$ cat config.mk
export PLATFORM = sky130hd
export DESIGN_NAME = a0_trace_fifo
export DESIGN_NICKNAME = d
export VERILOG_FILES = /design/src/rtl/a0_trace_fifo.sv
export SDC_FILE = /design/constraint.sdc
export NUM_CORES = 1
export LEC_CHECK = 0
export ABC_CLOCK_PERIOD_IN_PS = 10300
export BUFFER_PORTS_ARGS = -buffer_cell sky130_fd_sc_hd__buf_4
export CAP_MARGIN = 5
export CORE_MARGIN = 4
export CORE_UTILIZATION = 56
export DETAILED_ROUTE_END_ITERATION = 8
export PLACE_DENSITY = 0.73
export SYNTH_ARGS = -nofsm -noshare
export SYNTH_HDL_FRONTEND = slang
export SYNTH_SLANG_ARGS = --single-unit
$ cat constraint.sdc
create_clock -name clk -period 10.3 [get_ports clk]
set_input_delay 1.03 -clock clk [delete_from_list [all_inputs] [get_ports clk]]
set_output_delay 1.03 -clock clk [all_outputs]
set_load 0.05 [all_outputs]
$ cat src/rtl/a0_trace_fifo.sv
// Records every change of the CPU a0 register as a {value, timestamp} entry in a
// small FIFO that a slower reader drains over a valid/ready handshake.
module a0_trace_fifo #(
  parameter int unsigned DATA_WIDTH = 32,
  parameter int unsigned DEPTH      = 16,
  parameter int unsigned TS_WIDTH   = 16
) (
  input  logic                    clk,
  input  logic                    rst,
  input  logic [DATA_WIDTH-1:0]   a0_i,
  input  logic                    en_i,
  output logic                    out_valid_o,
  input  logic                    out_ready_i,
  output logic [DATA_WIDTH-1:0]   out_data_o,
  output logic [TS_WIDTH-1:0]     out_ts_o,
  output logic [$clog2(DEPTH):0]  count_o,
  output logic                    overflow_o,
  output logic [7:0]              drop_cnt_o
);

  localparam int unsigned PTR_W = $clog2(DEPTH);
  localparam int unsigned CNT_W = PTR_W + 1;

  logic [DATA_WIDTH-1:0] mem_data [DEPTH];
  logic [TS_WIDTH-1:0]   mem_ts   [DEPTH];

  logic [TS_WIDTH-1:0]   ts_q;
  logic [DATA_WIDTH-1:0] prev_a0_q;
  logic [PTR_W-1:0]      wr_ptr_q;
  logic [PTR_W-1:0]      rd_ptr_q;
  logic [CNT_W-1:0]      count_q;
  logic                  overflow_q;
  logic [7:0]            drop_cnt_q;

  logic change_c;
  logic push_req_c;
  logic pop_c;
  logic full_c;
  logic do_push_c;
  logic drop_c;

  // A push into a full FIFO still lands when the same edge pops the head.
  always_comb begin
    change_c   = (a0_i != prev_a0_q);
    push_req_c = en_i & change_c;
    pop_c      = out_valid_o & out_ready_i;
    full_c     = (count_q == CNT_W'(DEPTH));
    do_push_c  = push_req_c & (~full_c | pop_c);
    drop_c     = push_req_c & full_c & ~pop_c;
  end

  always_ff @(posedge clk) begin
    if (rst) begin
      ts_q       <= '0;
      prev_a0_q  <= '0;
      wr_ptr_q   <= '0;
      rd_ptr_q   <= '0;
      count_q    <= '0;
      overflow_q <= 1'b0;
      drop_cnt_q <= '0;
    end else begin
      ts_q      <= ts_q + TS_WIDTH'(1);
      prev_a0_q <= a0_i;
      if (do_push_c) wr_ptr_q <= wr_ptr_q + PTR_W'(1);
      if (pop_c)     rd_ptr_q <= rd_ptr_q + PTR_W'(1);
      case ({do_push_c, pop_c})
        2'b10:   count_q <= count_q + CNT_W'(1);
        2'b01:   count_q <= count_q - CNT_W'(1);
        default: count_q <= count_q;
      endcase
      if (drop_c) begin
        overflow_q <= 1'b1;
        if (drop_cnt_q != 8'hFF) drop_cnt_q <= drop_cnt_q + 8'd1;
      end
    end
  end

  // Storage is not reset; only the pointers and count define what is valid.
  always_ff @(posedge clk) begin
    if (!rst && do_push_c) begin
      mem_data[wr_ptr_q] <= a0_i;
      mem_ts[wr_ptr_q]   <= ts_q;
    end
  end

  always_comb begin
    out_valid_o = (count_q != '0);
    out_data_o  = out_valid_o ? mem_data[rd_ptr_q] : '0;
    out_ts_o    = out_valid_o ? mem_ts[rd_ptr_q]   : '0;
    count_o     = count_q;
    overflow_o  = overflow_q;
    drop_cnt_o  = drop_cnt_q;
  end

endmodule

# Word-level counts from Yosys, hierarchy flattened

Memory sizes are Yosys's and may differ from the RTL's. A register that Yosys moved wholly into a read port is not among the register bits.
Cells that the tools add are included.

Muxes and demuxes: 9
Reductions and logical operators: 5
Bitwise operators: 8
Eq/ne operators: 5
Add/sub/neg operators: 6

Operators with widths:

| operator                                                            | count |
|---|---|
| 32-bit two-way mux                                                  | 1 |
| 32-bit inequality test                                              | 1 |
| 16-bit by 1-bit adder with 16-bit output (second input constant)    | 1 |
| 16-bit two-way mux                                                  | 1 |
| 4-bit two-way mux                                                   | 4 |
| 5-bit case mux with 2 select lines                                  | 1 |
| 4-bit by 1-bit adder with 4-bit output (second input constant)      | 2 |
| 8-bit by 1-bit adder with 8-bit output (second input constant)      | 1 |
| 8-bit inequality test (second input constant)                       | 1 |
| 5-bit by 1-bit adder with 5-bit output (second input constant)      | 1 |
| 1-bit AND                                                           | 5 |
| 5-bit == test (second input constant)                               | 1 |
| 5-bit nonzero test                                                  | 1 |
| 5-bit by 1-bit subtractor with 5-bit output (second input constant) | 1 |
| 2-bit by 1-bit == test with 1-bit output (second input constant)    | 1 |
| 2-bit == test (second input constant)                               | 1 |
| 1-bit two-way mux                                                   | 2 |
| 1-bit inverter                                                      | 2 |
| 2-bit AND reduction                                                 | 1 |
| 2-bit nonzero test                                                  | 1 |
| 1-bit logical AND                                                   | 1 |
| 1-bit zero test                                                     | 1 |
| 1-bit OR                                                            | 1 |

Register bits after elaboration: 70
RAM bits: 768
Output and inout bits: 63
Memories kept: 2
Input bits: 36

Memory list:

| memory   | depth | width | rd ports | clocked after Yosys merged registers in | wr ports | RTL line | text |
|---|---|---|---|---|---|---|---|
| mem_data | 16    | 32    | 1        | 1                                       | 1        | 24       | `logic [DATA_WIDTH-1:0] mem_data [DEPTH];` |
| mem_ts   | 16    | 16    | 1        | 1                                       | 1        | 25       | `logic [TS_WIDTH-1:0] mem_ts [DEPTH];` |

# Longest topological paths before layout

Gate-level depths: netlist of the first run.

Depth in word-level cells: 7
Gate-level depth with buffers: 12
Mapped depth without buffers: 11

# Worst setup path after synthesis of the first run

No wires, ideal clock.

Kind: input to register
From: input a0_i[13]
To: memory mem_data[10][0] (enable)
Buffers on the path: 1
Arrival: 6.896 ns
Setup time: 0.590 ns
Setup slack: 2.814 ns
Stages on the path: 7
Cells stage by stage: xor2_1 nor4_1 nand4_1 o21a_1 nand2_1 clkbuf_1 nor4b_1

Word-level cells in the longest chain between the ends: 6

RTL lines:

| element                                 | RTL line | text |
|---|---|---|
| from (decl)                             | 10       | `input logic [DATA_WIDTH-1:0] a0_i,` |
| 32-bit inequality test                  | 44       | `change_c = (a0_i != prev_a0_q);` |
| 1-bit AND                               | 45       | `push_req_c = en_i & change_c;` |
| 1-bit AND                               | 48       | `do_push_c = push_req_c & (~full_c \| pop_c);` |
| 1-bit logical AND                       | 80       | `if (!rst && do_push_c) begin` |
| 1-bit two-way mux                       | 80       |  |
| 1-bit two-way mux (implied by the code) | 81       | `mem_data[wr_ptr_q] <= a0_i;` |
| to (decl)                               | 24       |  |

Every way passes these cells.

==> results of run 1 <==
-- cell families after synthesis --
| logic type | Yosys count | synth area share |
|---|---|---|
| multiplexers | 249 | 0.170 |
| AO/OA/AOI/OAI | 35 | 0.00667 |
| XOR/XNOR | 47 | 0.0127 |
| buffers and inverters | 81 | 0.0143 |
| adder cells (fa/ha/maj) | 11 | 0.00447 |
| AND/OR/NAND/NOR | 208 | 0.0364 |
| flip-flops | 842 | 0.756 |
-- state kept, by name (all words and copies together) (netlist names), named ones only --
| register | count |
|---|---|
| count_o | 5 |
| mem_ts | 256 |
| overflow_o | 1 |
| drop_cnt_o | 8 |
| mem_data | 512 |
| wr_ptr_q | 4 |
| rd_ptr_q | 4 |
| ts_q | 16 |
| prev_a0_q | 32 |
-- metal layers --
metal / vias to the layer above / track usage / routed length, um
met5: - / 0 / 0
met4: 0 / 0.0500 / 931
met3: 66 / 0.0464 / 6140
met2: 721 / 0.363 / 34300
met1: 8192 / 0.329 / 28000
li1: 6374 / - / -
-- cells in the final DEF (no fill, tap or decap), types with 2 or more instances in the layout --
| master | netlist | layout |
|---|---|---|
| xor2_1 | 42 | 42 |
| inv_1 | 7 | 7 |
| nor2_4 | 0 | 4 |
| nand3b_1 | 3 | 3 |
| a31oi_1 | 2 | 2 |
| and2_1 | 50 | 50 |
| or4_1 | 2 | 2 |
| or3_1 | 5 | 5 |
| clkbuf_16 | 0 | 86 |
| nand4b_1 | 2 | 2 |
| mux2i_1 | 3 | 3 |
| ha_1 | 10 | 10 |
| dfxtp_4 | 0 | 3 |
| o21ai_0 | 9 | 9 |
| clkbuf_1 | 37 | 30 |
| and3_1 | 4 | 4 |
| mux4_2 | 240 | 240 |
| nor2b_1 | 37 | 37 |
| buf_4 | 0 | 126 |
| clkbuf_8 | 0 | 14 |
| nor3_2 | 0 | 4 |
| nor3_1 | 7 | 3 |
| o211ai_1 | 2 | 2 |
| xnor2_1 | 5 | 5 |
| a21oi_1 | 13 | 13 |
| nor4_1 | 12 | 8 |
| bufinv_16 | 0 | 2 |
| nor4_2 | 1 | 5 |
| nor4b_2 | 0 | 4 |
| clkinv_2 | 0 | 10 |
| nor2_1 | 29 | 25 |
| mux2_2 | 4 | 4 |
| a21o_1 | 2 | 2 |
| nand2_1 | 24 | 24 |
| nand3_1 | 13 | 13 |
| edfxtp_1 | 768 | 768 |
| nand4_1 | 7 | 7 |
| dfxtp_1 | 74 | 70 |
| a41o_1 | 2 | 2 |
| clkinv_1 | 0 | 6 |
-- worst min-delay path: stages (launching register included) --
cell and delay (ns):
dfxtp_1 0.31, inv_1 0.05, a21oi_1 0.05
-- layout make-up --
| cell class | instances | area, um^2 |
|---|---|---|
| multi-input cells | 550 | 7560 |
| inverters | 7 | 26.3 |
| clock buffers | 130 | 2460 |
| fillers | 3610 | 20300 |
| well taps | 756 | 946 |
| clock inverters | 20 | 156 |
| repair buffers | 127 | 966 |
| flip-flops and latches | 842 | 24600 |
| diodes | 1 | 2.50 |
-- through the flow --
stage               instances  setup slack, ns
floorplan                1473             2.81
global placement         2282             5.81
detailed placement       2282             5.77
CTS                      2432             5.14
global route             2432             4.97
finish                   2433             5.28
-- worst min-delay path by stage --
stage          cells past startpoint                startpoint                 endpoint  slack, ns
2_1_floorplan                      2  rd_ptr_q[1]$_SDFFE_PP0N_                     flop       0.47
3_3_place_gp                       2   overflow_o$_SDFFE_PP0P_  overflow_o$_SDFFE_PP0P_       0.44
3_5_place_dp                       2   overflow_o$_SDFFE_PP0P_  overflow_o$_SDFFE_PP0P_       0.44
6_report                           2   overflow_o$_SDFFE_PP0P_  overflow_o$_SDFFE_PP0P_       0.45
4_1_cts                            2   overflow_o$_SDFFE_PP0P_  overflow_o$_SDFFE_PP0P_       0.45
5_1_grt                            2   overflow_o$_SDFFE_PP0P_  overflow_o$_SDFFE_PP0P_       0.48
-- power breakdown --
group	leakage (nW)	internal [W]	switching, W
clock	1.28	0.00168	0.00120
sequential	7.59	0.00376	0.0000798
combinational	2.72	0.000695	0.00104
total	11.6	0.00614	0.00232
==> impl_metrics.py, run 1 <==
metrics = {
    "clocking": {
        "cts_root_buf": "clkbuf_16",
        "post_cts_resize_count": 0,
        "post_cts_buffers": 0,
        "clock_sinks": 842,
        "htreeDepth": 3,
        "clk_path_buf_depth": 3,
        "clk_latency_ns": 0.61,
        "cts_hold_repair.buffers": 0,
        "numCtsBuffers": 81,
        "cts_tree": "done",
        "clkTransAtPathRegs_ns": 0.06,
    },
    "min_path": {
        "holdCritPathClass": "flop to flop",
    },
    "final_layout": {
        "finalNetCount": 1656,
        "area_growth_pct": 13.0,
        "fin_util": 0.644,
        "layout-drive-gt1-share": 0.305,
        "stdcell_area_um2": 36700,
    },
    "worst_setup_path": {
        "cp.buffers_inverters": 2,
        "crit_chain": "buf_12, mux4_2, mux4_2, and2_1, buf_4",
        "rr_endpoint": "count_o[4]$_SDFFE_PP0P_",
        "r2r_cells": 11,
        "critPathMaxFanout": 109,
        "r2r-start": "prev_a0_q[7]$_SDFF_PP0_",
        "slowest_stage": "dfxtp_4",
        "start_kind": "flop",
        "worstPathRequired_ns": 9.27,
        "critPathTopFamily": "multiplexers",
        "cp.arrival_ns": 3.99,
        "worstSetupPathDepth": 5,
        "cp-endpoint": "out_ts_o[8]",
        "worst-setup-path-type": "flop to output pin",
        "regToRegSetupSlack_ns": 6.48,
        "critPathMaxStageDelay_ns": 0.98,
        "worst_setup_path_end_kind": "output pin",
        "cp_common_cell": "mux4_2",
    },
    "sta": {
        "fin_crit_sh": 0.487,
        "tightest_slew_ns": 1.07,
        "whs_ns": 0.450,
        "setup_viol_count_final": 0,
        "rsz0062_at_grt": "false",
        "setup-tns-final_ns": 0,
        "slew_headroom": 0.287,
        "fmax_mhz": 199,
        "drv_slew": 0,
        "finalCriticalPeriod_ns": 5.02,
        "skew_ns": 0.0256,
        "finalHoldViolations": 0,
    },
    "run_status": {
        "status": "completed",
    },
    "global_routing": {
        "antenna_found_initial": 0,
        "grtUsageTotal": 0.226,
        "overflow": 0,
        "grt_max_degree": 110,
        "grt_pass1_vias": 16007,
        "grt_pass1_wl_mm": 104,
    },
    "yosys": {
        "netlist.area_leader.share": 0.710,
        "yosys-top-cells-area": "edfxtp_1, mux4_2, dfxtp_1",
        "async_reset_ff_frac": 0,
        "synth_nets": 1520,
        "yosysWarnings": 0,
        "syn_area_um2": 32500,
        "syn_area_per_cell_um2": 22.0,
        "synthTopCellsByCount": "edfxtp_1, mux4_2, dfxtp_1, and2_1, xor2_1",
        "synth-seq-cells": 842,
        "synth_top_area_cell": "edfxtp_1",
        "synth_cell_types": 48,
        "yosysMostFrequentCell": "edfxtp_1",
        "synth_edf_count": 768,
        "syn-instance-count": 1473,
        "yosys_most_used_dff": "edfxtp_1",
        "seq_area_frac_synth": 0.756,
    },
    "detailed_routing": {
        "wire_per_inst_um": 28.5,
        "wl_mm": 69.4,
        "via_count": 15353,
        "drt-initial-drc-count": 1691,
        "drc": 0,
        "ant_nets": 0,
        "dr.pass1.iters": 7,
        "via_per_inst": 6.31,
    },
    "place": {
        "gp_congestion": 0.765,
        "placed_area_um2": 34100,
        "dp_hpwl_mm": 33.5,
        "io_buffer_count": 98,
    },
    "die": {
        "dieArea_um2": 61900,
        "start_util": 0.570,
        "fp.dieW_um": 249,
        "die_h_um": 249,
        "core_area_um2": 56900,
        "num_rows": 87,
        "ioPinCount": 99,
    },
    "power_and_ir_drop": {
        "p_leak_nw": 11.6,
        "p_per_area_nw_per_um2": 231,
        "power_w": 0.00846,
        "ir_worst_vdd_mv": 0.236,
    },
    "run": {
        "maxCapViolCount": 0,
    },
}
No activity file was read; power rests on OpenSTA's default activity.
==> run 2: changes to the inputs <==
Settings changed: ABC_CLOCK_PERIOD_IN_PS 10300 to 4700.
Clock period 10.3 ns to 4.7 ns, I/O delays scaled along.
==> impl_metrics.py, run 2 (synthesis results as in run 1) <==
metrics = {
    "sta": {
        "rsz0062_at_grt": "false",
        "tightest_slew_ns": 0.999,
        "fin_crit_sh": 0.797,
        "fmax_mhz": 267,
        "finalHoldViolations": 0,
        "skew_ns": 0.0197,
        "setup_ws_ns": 0.954,
        "drv_slew": 0,
        "setup-tns-final_ns": 0,
        "finalCriticalPeriod_ns": 3.75,
        "setup_viol_count_final": 0,
        "slew_headroom": 0.334,
    },
    "worst_setup_path": {
        "slowest_stage": "dfxtp_4",
        "critPathMaxFanout": 35,
        "regToRegSetupSlack_ns": 1.20,
        "worstSetupPathDepth": 5,
        "cp.arrival_ns": 3.28,
        "worst-setup-path-type": "flop to output pin",
        "worst_setup_path_end_kind": "output pin",
        "start_kind": "flop",
        "cp-endpoint": "out_data_o[26]",
        "crit_chain": "buf_12, mux4_2, mux4_2, and2_1, buf_4",
        "worstPathRequired_ns": 4.23,
        "critPathMaxStageDelay_ns": 0.74,
        "r2r-start": "prev_a0_q[7]$_SDFF_PP0_",
        "r2r_cells": 11,
        "rr_endpoint": "count_o[4]$_SDFFE_PP0P_",
        "cp_common_cell": "mux4_2",
        "cp.buffers_inverters": 2,
        "critPathTopFamily": "multiplexers",
    },
    "clocking": {
        "numCtsBuffers": 84,
        "clkTransAtPathRegs_ns": 0.06,
        "post_cts_resize_count": 0,
        "cts_tree": "done",
        "htreeDepth": 3,
        "clk_latency_ns": 0.62,
        "post_cts_buffers": 0,
        "cts_hold_repair.buffers": 0,
        "cts_root_buf": "clkbuf_16",
        "clock_sinks": 842,
        "clk_path_buf_depth": 3,
    },
    "detailed_routing": {
        "drt-initial-drc-count": 1916,
        "via_per_inst": 6.24,
        "drc": 0,
        "via_count": 15306,
        "wire_per_inst_um": 28.1,
        "wl_mm": 68.8,
        "dr.pass1.iters": 5,
        "ant_nets": 0,
    },
    "global_routing": {
        "grtUsageTotal": 0.225,
        "grt_pass1_wl_mm": 104,
        "grt_pass1_vias": 15881,
        "antenna_found_initial": 3,
        "grt_max_degree": 74,
        "overflow": 0,
    },
    "final_layout": {
        "regMostFlops": "mem_data",
        "final_cells": 2452,
        "layout_commonest_cell": "edfxtp_1",
        "area_growth_pct": 14.8,
        "layout_common_cells": "edfxtp_1, mux4_2, buf_4, clkbuf_16, dfxtp_1",
        "fillers": 3577,
        "stdcell_area_um2": 37300,
        "largestRegisters": "mem_data (512), mem_ts (256), prev_a0_q (32)",
        "layout-drive-gt1-share": 0.317,
        "finalNetCount": 1676,
        "largest_register_ff_count": 512,
        "multi_input_area_um2": 7610,
        "seqCellArea_um2": 24600,
    },
    "place": {
        "io_buffer_count": 98,
        "dp_slack_ns": 0.907,
        "dp_hpwl_mm": 37.2,
        "gp_congestion": 0.767,
        "dp_cells": 2299,
        "placed_area_um2": 34500,
    },
    "die": {
        "start_util": 0.570,
        "die_h_um": 249,
        "dieArea_um2": 61900,
        "fp.dieW_um": 249,
        "core_area_um2": 56900,
        "num_rows": 87,
        "ioPinCount": 99,
    },
    "min_path": {
        "holdCritPathClass": "input pin to flop",
        "min_path_cells": 1,
    },
    "run": {
        "maxCapViolCount": 0,
    },
    "power_and_ir_drop": {
        "p_per_area_nw_per_um2": 511,
        "ir_worst_vdd_mv": 0.707,
        "p_leak_nw": 11.9,
    },
    "run_status": {
        "status": "completed",
    },
}
run 2: cell count changes in the layout (fill, tap and decap cells not counted), sizes merged:
cell	change
buf	+17
inv	+2
bufinv	+5
clkinvlp	+1
clkbuf	-6
run 2: worst min-delay path by stage:
stage | start | end | slack [ns]
3_3_place_gp | overflow_o$_SDFFE_PP0P_ | overflow_o$_SDFFE_PP0P_ | 0.44
2_1_floorplan | rd_ptr_q[1]$_SDFFE_PP0N_ | flop | 0.47
4_1_cts | a0_i[7] | mem_data[7][7]$_DFFE_PP_ | 0.14
3_5_place_dp | overflow_o$_SDFFE_PP0P_ | overflow_o$_SDFFE_PP0P_ | 0.44
6_report | a0_i[7] | mem_data[7][7]$_DFFE_PP_ | 0.17
5_1_grt | a0_i[7] | mem_data[7][7]$_DFFE_PP_ | 0.16
run 2: through the flow:
stage / hold WS (ns) / util / power (W)
after floorplan: 0.468 / - / 0.0114
after global placement: 0.439 / 0.605 / 0.0125
after detailed placement: 0.444 / 0.605 / 0.0125
after CTS: 0.136 / 0.655 / 0.0192
after global routing: 0.164 / 0.655 / 0.0197
final: 0.174 / 0.655 / 0.0190
run 2: layer usage:
metal	routed length, um	vias up	global-route usage
met5	23	-	0
met3	5460	103	0.0437
li1	-	6419	-
met4	1250	4	0.0494
met1	28400	8126	0.335
met2	33700	654	0.356
run 2: layout make-up:
| class | count | share of cell area |
|---|---|---|
| Multi-Input combinational cell | 550 | 0.204 |
| Clock inverter | 28 | 0.00863 |
| Clock buffer | 124 | 0.0665 |
| Sequential cell | 842 | 0.659 |
| Inverter | 7 | 0.000705 |
| Tap cell | 756 | 0.0254 |
| Antenna cell | 1 | 0.0000671 |
| Timing Repair Buffer | 144 | 0.0357 |
run 2: report_power, final:
group | leakage, nW | switching (W) | internal (W)
combinational | 2.89 | 0.00235 | 0.00157
sequential | 7.59 | 0.000146 | 0.00825
clock | 1.37 | 0.00269 | 0.00403
total | 11.9 | 0.00518 | 0.0139
==> run 3: changes to the inputs <==
Settings changed: ABC_CLOCK_PERIOD_IN_PS 4700 to 3300, PLACE_DENSITY 0.73 to 0.76.
Clock period 4.7 ns to 3.3 ns, I/O delays scaled along.
==> impl_metrics.py, run 3 (synthesis results as in run 1) <==
metrics = {
    "worst_setup_path": {
        "regToRegSetupSlack_ns": 0.23,
        "cp.buffers_inverters": 3,
        "start_kind": "flop",
        "rr_endpoint": "count_o[4]$_SDFFE_PP0P_",
        "r2r-start": "prev_a0_q[7]$_SDFF_PP0_",
        "cp_common_cell": "mux4_2",
        "critPathMaxStageDelay_ns": 0.54,
        "slowest_stage": "mux4_2",
        "r2r_cells": 13,
        "worst-setup-path-type": "flop to output pin",
        "critPathTopFamily": "multiplexers",
        "worstPathRequired_ns": 2.97,
        "cp.arrival_ns": 2.90,
        "worst_setup_path_end_kind": "output pin",
        "crit_chain": "buf_12, clkbuf_16, mux4_2, mux4_2, and2_1, buf_4",
        "critPathMaxFanout": 16,
    },
    "detailed_routing": {
        "wire_per_inst_um": 29.5,
        "ant_nets": 0,
        "via_count": 15700,
        "drt-initial-drc-count": 2071,
        "wl_mm": 73.5,
        "via_per_inst": 6.30,
        "drc": 0,
        "dr.pass1.iters": 5,
    },
    "power_and_ir_drop": {
        "p_comb_frac": 0.225,
        "p_int_w": 0.0196,
        "p_seq_frac": 0.437,
        "p_leak_nw": 12.1,
        "p_per_area_nw_per_um2": 716,
        "power_w": 0.0272,
        "swShare": 0.280,
        "clkPwrFrac": 0.338,
        "ir_worst_vdd_mv": 0.919,
        "p_sw_w": 0.00759,
    },
    "die": {
        "die_h_um": 249,
        "ioPinCount": 99,
        "dieArea_um2": 61900,
        "core_area_um2": 56900,
        "fp.dieW_um": 249,
        "num_rows": 87,
        "start_util": 0.570,
    },
    "final_layout": {
        "largestRegisters": "mem_data (512), mem_ts (256), prev_a0_q (32)",
        "largest_register_ff_count": 512,
        "stdcell_area_um2": 37900,
        "finalNetCount": 1716,
        "area_growth_pct": 16.8,
        "layout_commonest_cell": "edfxtp_1",
        "layout_common_cells": "edfxtp_1, mux4_2, buf_4, clkbuf_16, dfxtp_1",
        "regMostFlops": "mem_data",
        "layout-drive-gt1-share": 0.337,
    },
    "clocking": {
        "numCtsBuffers": 82,
        "cts_tree": "done",
        "post_cts_buffers": 0,
        "cts_root_buf": "clkbuf_16",
        "clk_latency_ns": 0.62,
        "clkTransAtPathRegs_ns": 0.06,
        "clk_path_buf_depth": 3,
        "htreeDepth": 3,
        "clock_sinks": 842,
    },
    "min_path": {
        "holdCritPathClass": "input pin to flop",
        "min_path_cells": 1,
        "hp-start": "a0_i[4]",
        "whs_endpoint": "mem_data[10][4]$_DFFE_PP_",
    },
    "global_routing": {
        "grt_pass1_wl_mm": 108,
        "grtUsageTotal": 0.236,
        "grt_pass1_vias": 16301,
        "grt_max_degree": 73,
        "overflow": 0,
        "antenna_found_initial": 6,
    },
    "place": {
        "dp_hpwl_mm": 37.4,
        "gp_congestion": 0.775,
        "placed_area_um2": 35000,
        "io_buffer_count": 98,
    },
    "sta": {
        "slew_headroom": 0.330,
        "setup-tns-final_ns": 0,
        "drv_slew": 0,
        "finalCriticalPeriod_ns": 3.23,
        "skew_ns": 0.0170,
        "finalHoldViolations": 0,
        "fin_crit_sh": 0.980,
        "whs_ns": 0.0364,
        "setup_viol_count_final": 0,
        "fmax_mhz": 309,
        "tightest_slew_ns": 1.01,
    },
    "run_status": {
        "status": "completed",
    },
    "run": {
        "maxCapViolCount": 0,
    },
}
-- run 3: changes by cell type in the layout (fill, tap and decap cells not counted), moves of 6 or more --
cell,delta
buf_12,+12
buf_16,+9
buf_4,+9
clkinv_2,+9
clkbuf_1,-6
-- run 3: final cells by class --
type                            instances  area (um^2)
Antenna cell                            3         7.51
Clock buffer                          111         2310
Clock inverter                         39          334
Fill cell                            3419        19000
Inverter                                7         26.3
Multi-Input combinational cell        550         7670
Sequential cell                       842        24600
Tap cell                              756          946
Timing Repair Buffer                  186         2060
-- run 3: power groups by stage --
| stage | Clock [W] | Sequential, W | Combinational (W) |
|---|---|---|---|
| after floorplan | 0 | 0.0121 | 0.00411 |
| after global placement | 0 | 0.0121 | 0.00579 |
| after detailed placement | 0 | 0.0121 | 0.00583 |
| after CTS | 0.00928 | 0.0119 | 0.00607 |
| after global routing | 0.00977 | 0.0119 | 0.00642 |
| final | 0.00918 | 0.0119 | 0.00610 |
-- run 3: how the worst max path moves through the flow --
| stage | start | endpoint | slack [ns] | cells after the start |
|---|---|---|---|---|
| finish | flop | out_data_o[14] | 0.07 | 6 |
| global route | flop | out_data_o[26] | -0.00009 | 6 |
| CTS | flop | out_ts_o[11] | 0.004 | 6 |
| detailed placement | a0_i[20] | count_o[4]$_SDFFE_PP0P_ | -0.02 | 13 |
| global placement | a0_i[20] | count_o[4]$_SDFFE_PP0P_ | -0.06 | 13 |
| floorplan | a0_i[13] | mem_data[8][0]$_DFFE_PP_ | -0.90 | 6 |
-- run 3: repair_timing --
action                                  CTS  global route
endpoints found under the hold margin    23             0
resized for setup                        14             6
hold buffers                              4             0
gates cloned                              4             3
pin swaps                                 0             0
endpoints found under the setup margin   30             9
-- run 3: through the flow --
step / setup WS, ns / util / instances
global placement: -0.0589 / 0.614 / 2330
detailed placement: -0.0188 / 0.614 / 2330
finish: 0.0654 / 0.666 / 2494
CTS: 0.00353 / 0.664 / 2488
floorplan: -0.902 / - / 1473
global route: -0.0000948 / 0.666 / 2493
-- run 3: layer usage --
metal | share of wire | global-route usage | vias up
met5 | 0.00027 | 0 | -
met4 | 0.020 | 0.0659 | 2
met3 | 0.096 | 0.0453 | 83
met2 | 0.50 | 0.382 | 861
met1 | 0.38 | 0.336 | 8258
li1 | - | - | 6496
